<file path="config.mk">
export PLATFORM = sky130hd
export DESIGN_NAME = axi_dma_sram_responder
export DESIGN_NICKNAME = d
export VERILOG_FILES = /design/src/rtl/axi_dma_pkg.sv /design/src/rtl/axi_dma_rd_fifo.sv /design/src/rtl/axi_dma_sram_responder.sv
export SDC_FILE = /design/constraint.sdc
export NUM_CORES = 1
export LEC_CHECK = 0
export CORE_ASPECT_RATIO = 0.5
export CORE_MARGIN = 4
export CORE_UTILIZATION = 47
export DETAILED_ROUTE_END_ITERATION = 7
export PLACE_DENSITY = 0.88
export SYNTH_ARGS = -nofsm -noshare
export SYNTH_HDL_FRONTEND = slang
export SYNTH_SLANG_ARGS = --single-unit
</file>
<file path="constraint.sdc">
create_clock -name aclk -period 7.04 [get_ports aclk]
set_input_delay 1.408 -clock aclk [delete_from_list [all_inputs] [get_ports aclk]]
set_output_delay 1.408 -clock aclk [all_outputs]
set_load 0.01 [all_outputs]
</file>
<file path="src/rtl/axi_dma_pkg.sv">
// axi_dma_pkg: burst/response encodings, FSM states and read-FIFO beat type for the DMA SRAM responder
package axi_dma_pkg;
    localparam logic [1:0] BURST_FIXED = 2'd0;
    localparam logic [1:0] BURST_INCR  = 2'd1;
    localparam logic [1:0] BURST_WRAP  = 2'd2;
    localparam logic [1:0] RESP_OKAY   = 2'b00;
    localparam logic [1:0] RESP_SLVERR = 2'b10;
    typedef enum logic [1:0] {IDLE, WDATA, WRESP, RD} state_t;
    typedef struct packed {
        logic [31:0] data;
        logic        last;
    } rd_beat_t;
endpackage

</file>
<file path="src/rtl/axi_dma_rd_fifo.sv">
// axi_dma_rd_fifo: two-entry read-data FIFO carrying the last flag alongside each word
module axi_dma_rd_fifo
    import axi_dma_pkg::*;
(
    input  logic       aclk,
    input  logic       aresetn,
    input  logic       push,
    input  logic       pop,
    input  rd_beat_t   wr_beat,
    output rd_beat_t   head,
    output logic [1:0] count
);
    rd_beat_t slot [2];
    logic wr_ptr, rd_ptr;
    always_ff @(posedge aclk or negedge aresetn) begin
        if (!aresetn) begin
            slot[0] <= '0;
            slot[1] <= '0;
            wr_ptr  <= 1'b0;
            rd_ptr  <= 1'b0;
            count   <= 2'd0;
        end else begin
            if (push) begin
                slot[wr_ptr] <= wr_beat;
                wr_ptr       <= !wr_ptr;
            end
            if (pop)
                rd_ptr <= !rd_ptr;
            count <= count + 2'(push) - 2'(pop);
        end
    end
    assign head = slot[rd_ptr];
endmodule

</file>
<file path="src/rtl/axi_dma_sram_responder.sv">
// axi_dma_sram_responder: single-transaction AXI4 burst slave in front of a 1-cycle-latency single-port SRAM
module axi_dma_sram_responder
    import axi_dma_pkg::*;
#(
    parameter int ID_WIDTH   = 4,
    parameter int MEM_AW     = 14,
    parameter int ADDR_WIDTH = 32
) (
    input  logic                  aclk,
    input  logic                  aresetn,
    input  logic                  aw_valid,
    output logic                  aw_ready,
    input  logic [ADDR_WIDTH-1:0] aw_addr,
    input  logic [ID_WIDTH-1:0]   aw_id,
    input  logic [7:0]            aw_len,
    input  logic [1:0]            aw_burst,
    input  logic                  w_valid,
    output logic                  w_ready,
    input  logic [31:0]           w_data,
    input  logic [3:0]            w_strb,
    input  logic                  w_last,
    output logic                  b_valid,
    input  logic                  b_ready,
    output logic [1:0]            b_resp,
    output logic [ID_WIDTH-1:0]   b_id,
    input  logic                  ar_valid,
    output logic                  ar_ready,
    input  logic [ADDR_WIDTH-1:0] ar_addr,
    input  logic [ID_WIDTH-1:0]   ar_id,
    input  logic [7:0]            ar_len,
    input  logic [1:0]            ar_burst,
    output logic                  r_valid,
    input  logic                  r_ready,
    output logic [31:0]           r_data,
    output logic [1:0]            r_resp,
    output logic [ID_WIDTH-1:0]   r_id,
    output logic                  r_last,
    output logic                  mem_en,
    output logic [3:0]            mem_we,
    output logic [MEM_AW-1:0]     mem_addr,
    output logic [31:0]           mem_wdata,
    input  logic [31:0]           mem_rdata
);
    state_t              state, state_nx;
    logic [MEM_AW-1:0]   addr;
    logic [7:0]          len, cnt;
    logic [8:0]          issued;
    logic [1:0]          burst;
    logic [ID_WIDTH-1:0] id;
    logic                err, prefer_w, inflight, inflight_last;
    logic                aw_hs, ar_hs, w_hs, pop, issue, pick, grant_w;
    logic [1:0]          fifo_count;
    rd_beat_t            head;
    logic                unused_addr;

    assign unused_addr = ^{aw_addr[ADDR_WIDTH-1:MEM_AW+2], aw_addr[1:0], ar_addr[ADDR_WIDTH-1:MEM_AW+2], ar_addr[1:0]};
    assign aw_hs   = aw_valid && aw_ready;
    assign ar_hs   = ar_valid && ar_ready;
    assign pick    = state == IDLE && !aw_ready && !ar_ready;
    assign grant_w = aw_valid && (!ar_valid || prefer_w);

    axi_dma_rd_fifo u_fifo (
        .aclk    (aclk),
        .aresetn (aresetn),
        .push    (inflight),
        .pop     (pop),
        .wr_beat ({mem_rdata, inflight_last}),
        .head    (head),
        .count   (fifo_count)
    );

    always_ff @(posedge aclk or negedge aresetn) begin
        if (!aresetn)
            state <= IDLE;
        else
            state <= state_nx;
    end

    always_comb begin
        state_nx = state;
        case (state)
            IDLE:    state_nx = aw_hs ? WDATA : ar_hs ? RD : IDLE;
            WDATA:   state_nx = (w_hs && cnt == len) ? WRESP : WDATA;
            WRESP:   state_nx = b_ready ? IDLE : WRESP;
            RD:      state_nx = (pop && head.last) ? IDLE : RD;
            default: state_nx = IDLE;
        endcase
    end

    // A beat popped this cycle frees its slot in time for a read issued now, keeping 1 beat/cycle.
    always_comb begin
        w_ready   = state == WDATA;
        w_hs      = w_valid && w_ready;
        b_valid   = state == WRESP;
        b_resp    = (b_valid && err) ? RESP_SLVERR : RESP_OKAY;
        b_id      = id;
        r_valid   = state == RD && fifo_count != 2'd0;
        pop       = r_valid && r_ready;
        r_data    = (r_valid && !err) ? head.data : 32'd0;
        r_resp    = (r_valid && err) ? RESP_SLVERR : RESP_OKAY;
        r_id      = id;
        r_last    = r_valid && head.last;
        issue     = state == RD && issued <= {1'b0, len} && (3'(fifo_count) + 3'(inflight) - 3'(pop)) < 3'd2;
        mem_en    = w_hs || issue;
        mem_we    = (w_hs && !err) ? w_strb : 4'd0;
        mem_addr  = addr;
        mem_wdata = w_hs ? w_data : 32'd0;
    end

    always_ff @(posedge aclk or negedge aresetn) begin
        if (!aresetn) begin
            aw_ready      <= 1'b0;
            ar_ready      <= 1'b0;
            prefer_w      <= 1'b1;
            addr          <= '0;
            len           <= 8'd0;
            cnt           <= 8'd0;
            issued        <= 9'd0;
            burst         <= 2'd0;
            id            <= '0;
            err           <= 1'b0;
            inflight      <= 1'b0;
            inflight_last <= 1'b0;
        end else begin
            aw_ready <= pick && grant_w;
            ar_ready <= pick && !grant_w && ar_valid;
            if (pick && aw_valid && ar_valid)
                prefer_w <= !prefer_w;
            inflight <= issue;
            if (issue)
                inflight_last <= issued[7:0] == len;
            if (aw_hs || ar_hs) begin
                addr   <= aw_hs ? aw_addr[MEM_AW+1:2] : ar_addr[MEM_AW+1:2];
                len    <= aw_hs ? aw_len : ar_len;
                id     <= aw_hs ? aw_id : ar_id;
                burst  <= aw_hs ? aw_burst : ar_burst;
                err    <= (aw_hs ? aw_burst : ar_burst) >= BURST_WRAP;
                cnt    <= 8'd0;
                issued <= 9'd0;
            end else begin
                if (w_hs || issue)
                    addr <= burst == BURST_INCR ? addr + MEM_AW'(1) : addr;
                if (w_hs) begin
                    cnt <= cnt + 8'd1;
                    if (w_last != (cnt == len))
                        err <= 1'b1;
                end
                if (issue)
                    issued <= issued + 9'd1;
            end
        end
    end
endmodule
</file>
== Word-level counts from Yosys, hierarchy flattened ==
Cells that the tools add are included.
Storage, ports and cells
  output and inout port bits: 101
  register bits after elaboration: 123
Operators by class
  bitwise operators: 2
  eq/ne operators: 7
  mux-type cells: 31
  add/subtract/negate cells: 7
  reductions and logical operators: 43
  magnitude comparators: 6
Operators by type and width (count)
  two-way mux 33 bit: 4
  bitwise mux 66 bit: 1
  two-way mux 32 bit: 2
  two-way mux 14 bit: 4
  demux 33 bit (select 1 bit): 1
  two-way mux 8 bit: 3
  logical AND 1 bit: 23
  two-way mux 9 bit: 2
  == test 8 bit: 2
  two-way mux 2 bit: 8
  adder 14 x 1 -> 14 bit (second input constant): 1
  nonzero test 2 bit: 6
  adder 9 x 1 -> 9 bit (second input constant): 1
  less-or-equal comparator 9 x 8 -> 1 bit: 1
  adder 8 x 1 -> 8 bit (second input constant): 1
  logical NOT 1 bit: 8
  two-way mux 4 bit: 2
  one-hot mux 2 bit (4 select lines): 1
  greater-or-equal comparator 2 bit (second input constant): 3
  == test 2 x 1 -> 1 bit (second input constant): 2
  == test 2 bit (second input constant): 2
  NOT 1 -> 2 bit: 2
  AND reduction 2 bit: 2
  adder 2 x 1 -> 3 bit: 1
  9 further kinds: 13

== Logic depth before layout (Yosys ltp) ==
  depth in word-level cells: 9
  depth in mapped cells: 15

== By module ==
Synthesis repeated with hierarchy kept, for this count alone.
Second synthesis, totals
  cells, all modules: 618
  area, all modules: 6841.6 um2
Modules (own cells, without submodules)
  axi_dma_sram_responder: instances 1, cells each 428, seq. area each 1327.5 um2, area each 3654.8 um2
  axi_dma_rd_fifo: instances 1, cells each 190, seq. area each 1751.7 um2, area each 3186.8 um2

== Worst setup path before layout ==
Ideal clock, no wire load.
  path kind: in2out
  start point: in r_ready
  end point: out mem_en
  path slack: 1925 ps
  data required time: 5632 ps
  path buffers: 1
  arrival: 3707 ps
  stages on the path: 11
  path through: nand2_1 inv_1 ha_1 inv_1 ha_1 fa_1 nand4b_1 or4_1 a21boi_2 clkbuf_1 nand2_1
On the way
  cells in the longest elaborated chain, start to end: 5
Ends and longest elaborated chain
  start: declaration: line axi_dma_sram_responder.sv:33  | input logic r_ready,
  logical AND 1 bit: line axi_dma_sram_responder.sv:98  | pop = r_valid && r_ready;
  named net pop: line axi_dma_sram_responder.sv:51  | logic aw_hs, ar_hs, w_hs, pop, issue, pick, grant_w;
  subtractor 3 x 1 -> 3 bit: line axi_dma_sram_responder.sv:103  | issue = state == RD && issued <= {1'b0, len} && (3'(fifo_count) + 3'(inflight) - 3'(pop)) < 3'd2;
  less-than comparator 3 x 2 -> 1 bit: line axi_dma_sram_responder.sv:103
  logical AND 1 bit: line axi_dma_sram_responder.sv:103
  logical OR 1 bit: line axi_dma_sram_responder.sv:104  | mem_en = w_hs || issue;
  end: declaration: line axi_dma_sram_responder.sv:38  | output logic mem_en,
The timed path passes the listed nets, and every way through them passes these cells.

== Worst setup path after layout ==
Ends and elaborated chain as after synthesis.

==> results.yml <==
status:
  outcome: "complete, no violations"
finish:
  utilization_pct: 70.4
  antenna_cells: 0
  n_fill_cell: 1006
  fin_nets: 1043
  final_common_cell: "clkdlybuf4s50_1"
  final-seq-area_um2: 3080
  layout_common_cells: "229 x clkdlybuf4s50_1, 121 x dfrtp_1, 68 x mux2_2"
  multi_input_area_um2: 3280
  layout-drive-gt1-share_pct: 13.4
  area_growth_pct: 45.1
routing:
  first_iter_violations: 393
  routedWlPerCell_um: 17.5
  drt_wl_total_mm: 18.7
  drcViolationCount: 0
  drt_first_pass_iters: 5
  vias: 5795
  antenna_left: 0
  viasPerCell: 5.44
global_route:
  grt_overflow_total: 0
  antenna_found_initial: 0
  track_usage_pct: 23.0
  grt_pass1_vias: 5836
  grt_pass1_wl_mm: 29.9
  grt_start_max_net_pins: 81
floorplanning:
  coreArea_um2: 13700
  initial_utilization_pct: 48.6
  rows: 30
  dieArea_um2: 16200
  ioPinCount: 269
  die_w_um: 176
  die_h_um: 92.0
timing:
  final_hold_viol_count: 0
  slew_headroom_pct: 24.9
  setup_viol: 0
  rsz0062_at_grt: "false"
  clock_skew_ns: 0.0103
  final.setup.tns_ns: 0
  maxSlewViolCount: 0
  finalCritPeriodShare_pct: 86.6
  period_minus_slack_ns: 6.10
  fmax_ghz: 0.164
  worst_slew_pin_slew_ns: 1.12
worst_setup_path:
  critPathMaxFanout: 17
  r2r-end: "mem_addr[5]"
  cp-endpoint: "mem_en"
  crit_buf_inv: 4
  rr_startpoint: "state[0]"
  max_stage_delay_ns: 0.54
  slowest_stage: "clkdlybuf4s50_1"
  regToRegSetupSlack_ns: 3.23
  critPathKind: "input port to primary output"
  cp_num_cells: 12
  arrival_ns: 4.69
  path_delay_family: "buffers and inverters"
  crit_path_end_kind: "primary output"
  reg2regPathDepth: 14
  cp.required_ns: 5.63
  crit_chain: "clkdlybuf4s50_1 > nand2_1 > inv_1 > ha_1 > inv_1 > ha_1 > fa_1 > nand4b_1 > or4_1 > a21boi_2 > nand2_1 > clkdlybuf4s50_1"
  startpoint: "r_ready"
  startpoint_type: "input port"
place:
  place.gp.congestion: 0.917
  post-dp-hpwl_mm: 13.4
  port_buffers: 230
power_and_ir_drop:
  p_seq_share_pct: 36.9
  intPower_mw: 2.26
  ir_drop_mv: 0.204
  p_comb_share_pct: 37.9
  power.share.clock_pct: 25.2
  p_switching_mw: 1.20
  p_per_area_nw_per_um2: 359
  p_leak_nw: 4.28
  switching_share_pct: 34.7
hold_path:
  hp-class: "flop to flop"
  holdPathStages: 1
  min_from: "prefer_w"
synth:
  seq_area_frac_synth_pct: 46.4
  ys_warn_count: 0
  synth_edf_count: 0
  netlist_area_um2: 6640
  postSynth.asyncResetShare_pct: 100
  syn_area_per_cell_um2: 10.2
  ys_ff_latch: 123
  netlist_instances: 652
  ys.flop_type: "dfrtp_1"
  synthDistinctLibCells: 52
cts:
  cts_hold_repair.buffers: 0
  cts_resized: 0
  h-tree-depth: 4
  numClockSinks: 123
  cts_tree: "yes"
  clock_latency_ns: 0.41
  numCtsBuffers: 17
  path_clk_slew_ns: 0.06
  post-cts-setup-buffers: 0
  cts.path.max_buffers: 2
  root_buffer: "clkbuf_16"
job:
  cap_violations: 0
-- logic make-up (layout without fill, tap and decap cells) --
kind of cell / after synthesis / in the layout / share of synthesized area (%)
and+or+nand+nor: 215 / 215 / 16.4
DFF: 123 / 123 / 46.4
muxes: 119 / 119 / 19.2
AOI/OAI and AO/OA: 92 / 92 / 8.34
buffers and inverters: 69 / 290 / 4.26
xor gates and xnor gates: 19 / 19 / 2.51
adders and majority gates: 14 / 14 / 2.75
other: 1 / 2 / 0.0565
-- registers in the layout (all words and copies together), names as in the netlist --
register       count
ar_ready           1
aw_ready           1
b_id               4
burst              2
cnt                8
err                1
inflight           1
inflight_last      1
issued             9
len                8
mem_addr          14
prefer_w           1
state              2
u_fifo.count       2
u_fifo.rd_ptr      1
u_fifo.slot       66
u_fifo.wr_ptr      1
-- cells in the mapped netlist (all sizes together) (2+ instances only) --
cell     instances  area, um2
a2111oi          2       17.5
dfrtp          122       3050
a31oi            3       18.8
or3             11       68.8
nor2            60        225
nor3b            4       30.0
nor3             8       40.0
clkbuf          37        139
nand4b           2       17.5
inv             21       78.8
a211oi           3       22.5
ha              13        163
a221oi           2       17.5
nor4             5       46.3
nor2b            4       25.0
o31ai            3       22.5
and3            35        219
and4             2       17.5
o21ai           28        140
and2             5       31.3
xnor2            6       52.6
or4              5       41.3
a21oi           31        155
a311oi           2       17.5
buf             11       65.1
xor2            13        114
nand3           15       75.1
mux2i           51        510
nand2b           3       18.8
o22ai            5       31.3
mux2            68        766
nand2           47        179
nand4            8       50.1
a22oi            4       30.0
-- power groups by stage --
stage	clock network [mW]	logic (mW)	registers, mW
finish	0.873	1.31	1.28
global route	0.925	1.45	1.32
CTS	0.884	1.32	1.28
detailed placement	0	1.31	1.28
global placement	0	1.26	1.26
floorplan	0	0.882	1.18
-- area by class of cell --
| type | count | share of cell area [%] |
|---|---|---|
| clock inverter | 15 | 1.70 |
| inverter | 21 | 0.819 |
| timing repair buffer | 237 | 24.4 |
| multi-input combinational | 461 | 34.1 |
| tap | 192 | 2.50 |
| sequential | 123 | 32.0 |
| clock buffer | 17 | 4.42 |
-- routing by layer --
layer | GRT usage, % | wire length, um | vias to the layer above | share of wire [%]
met1 | 30.0 | 7820 | 2806 | 42
met2 | 37.8 | 9120 | 242 | 49
met3 | 6.63 | 1350 | 31 | 7.2
met5 | 0 | 0 | - | 0
li1 | - | - | 2716 | -
met4 | 6.49 | 382 | 0 | 2.0
-- metrics by stage --
stage	instances	hold slack [ns]	total power [mW]	worst slack, ns	area (um2)
after floorplan	653	0.457	2.06	1.93	6640
after CTS	1066	0.500	3.48	0.916	9630
final	1066	0.501	3.46	0.940	9630
after detailed placement	1034	0.492	2.60	0.903	9040
after global routing	1066	0.512	3.69	0.744	9630
after global placement	1034	0.486	2.52	1.00	9040
-- worst min-delay path by stage --
stage	end	slack, ns
after floorplan	inflight_last	0.46
after global placement	prefer_w	0.49
after detailed placement	prefer_w	0.49
after CTS	prefer_w	0.50
after global routing	u_fifo.slot[11]	0.51
final	prefer_w	0.50
No activity file was read; power rests on OpenSTA's default activity.
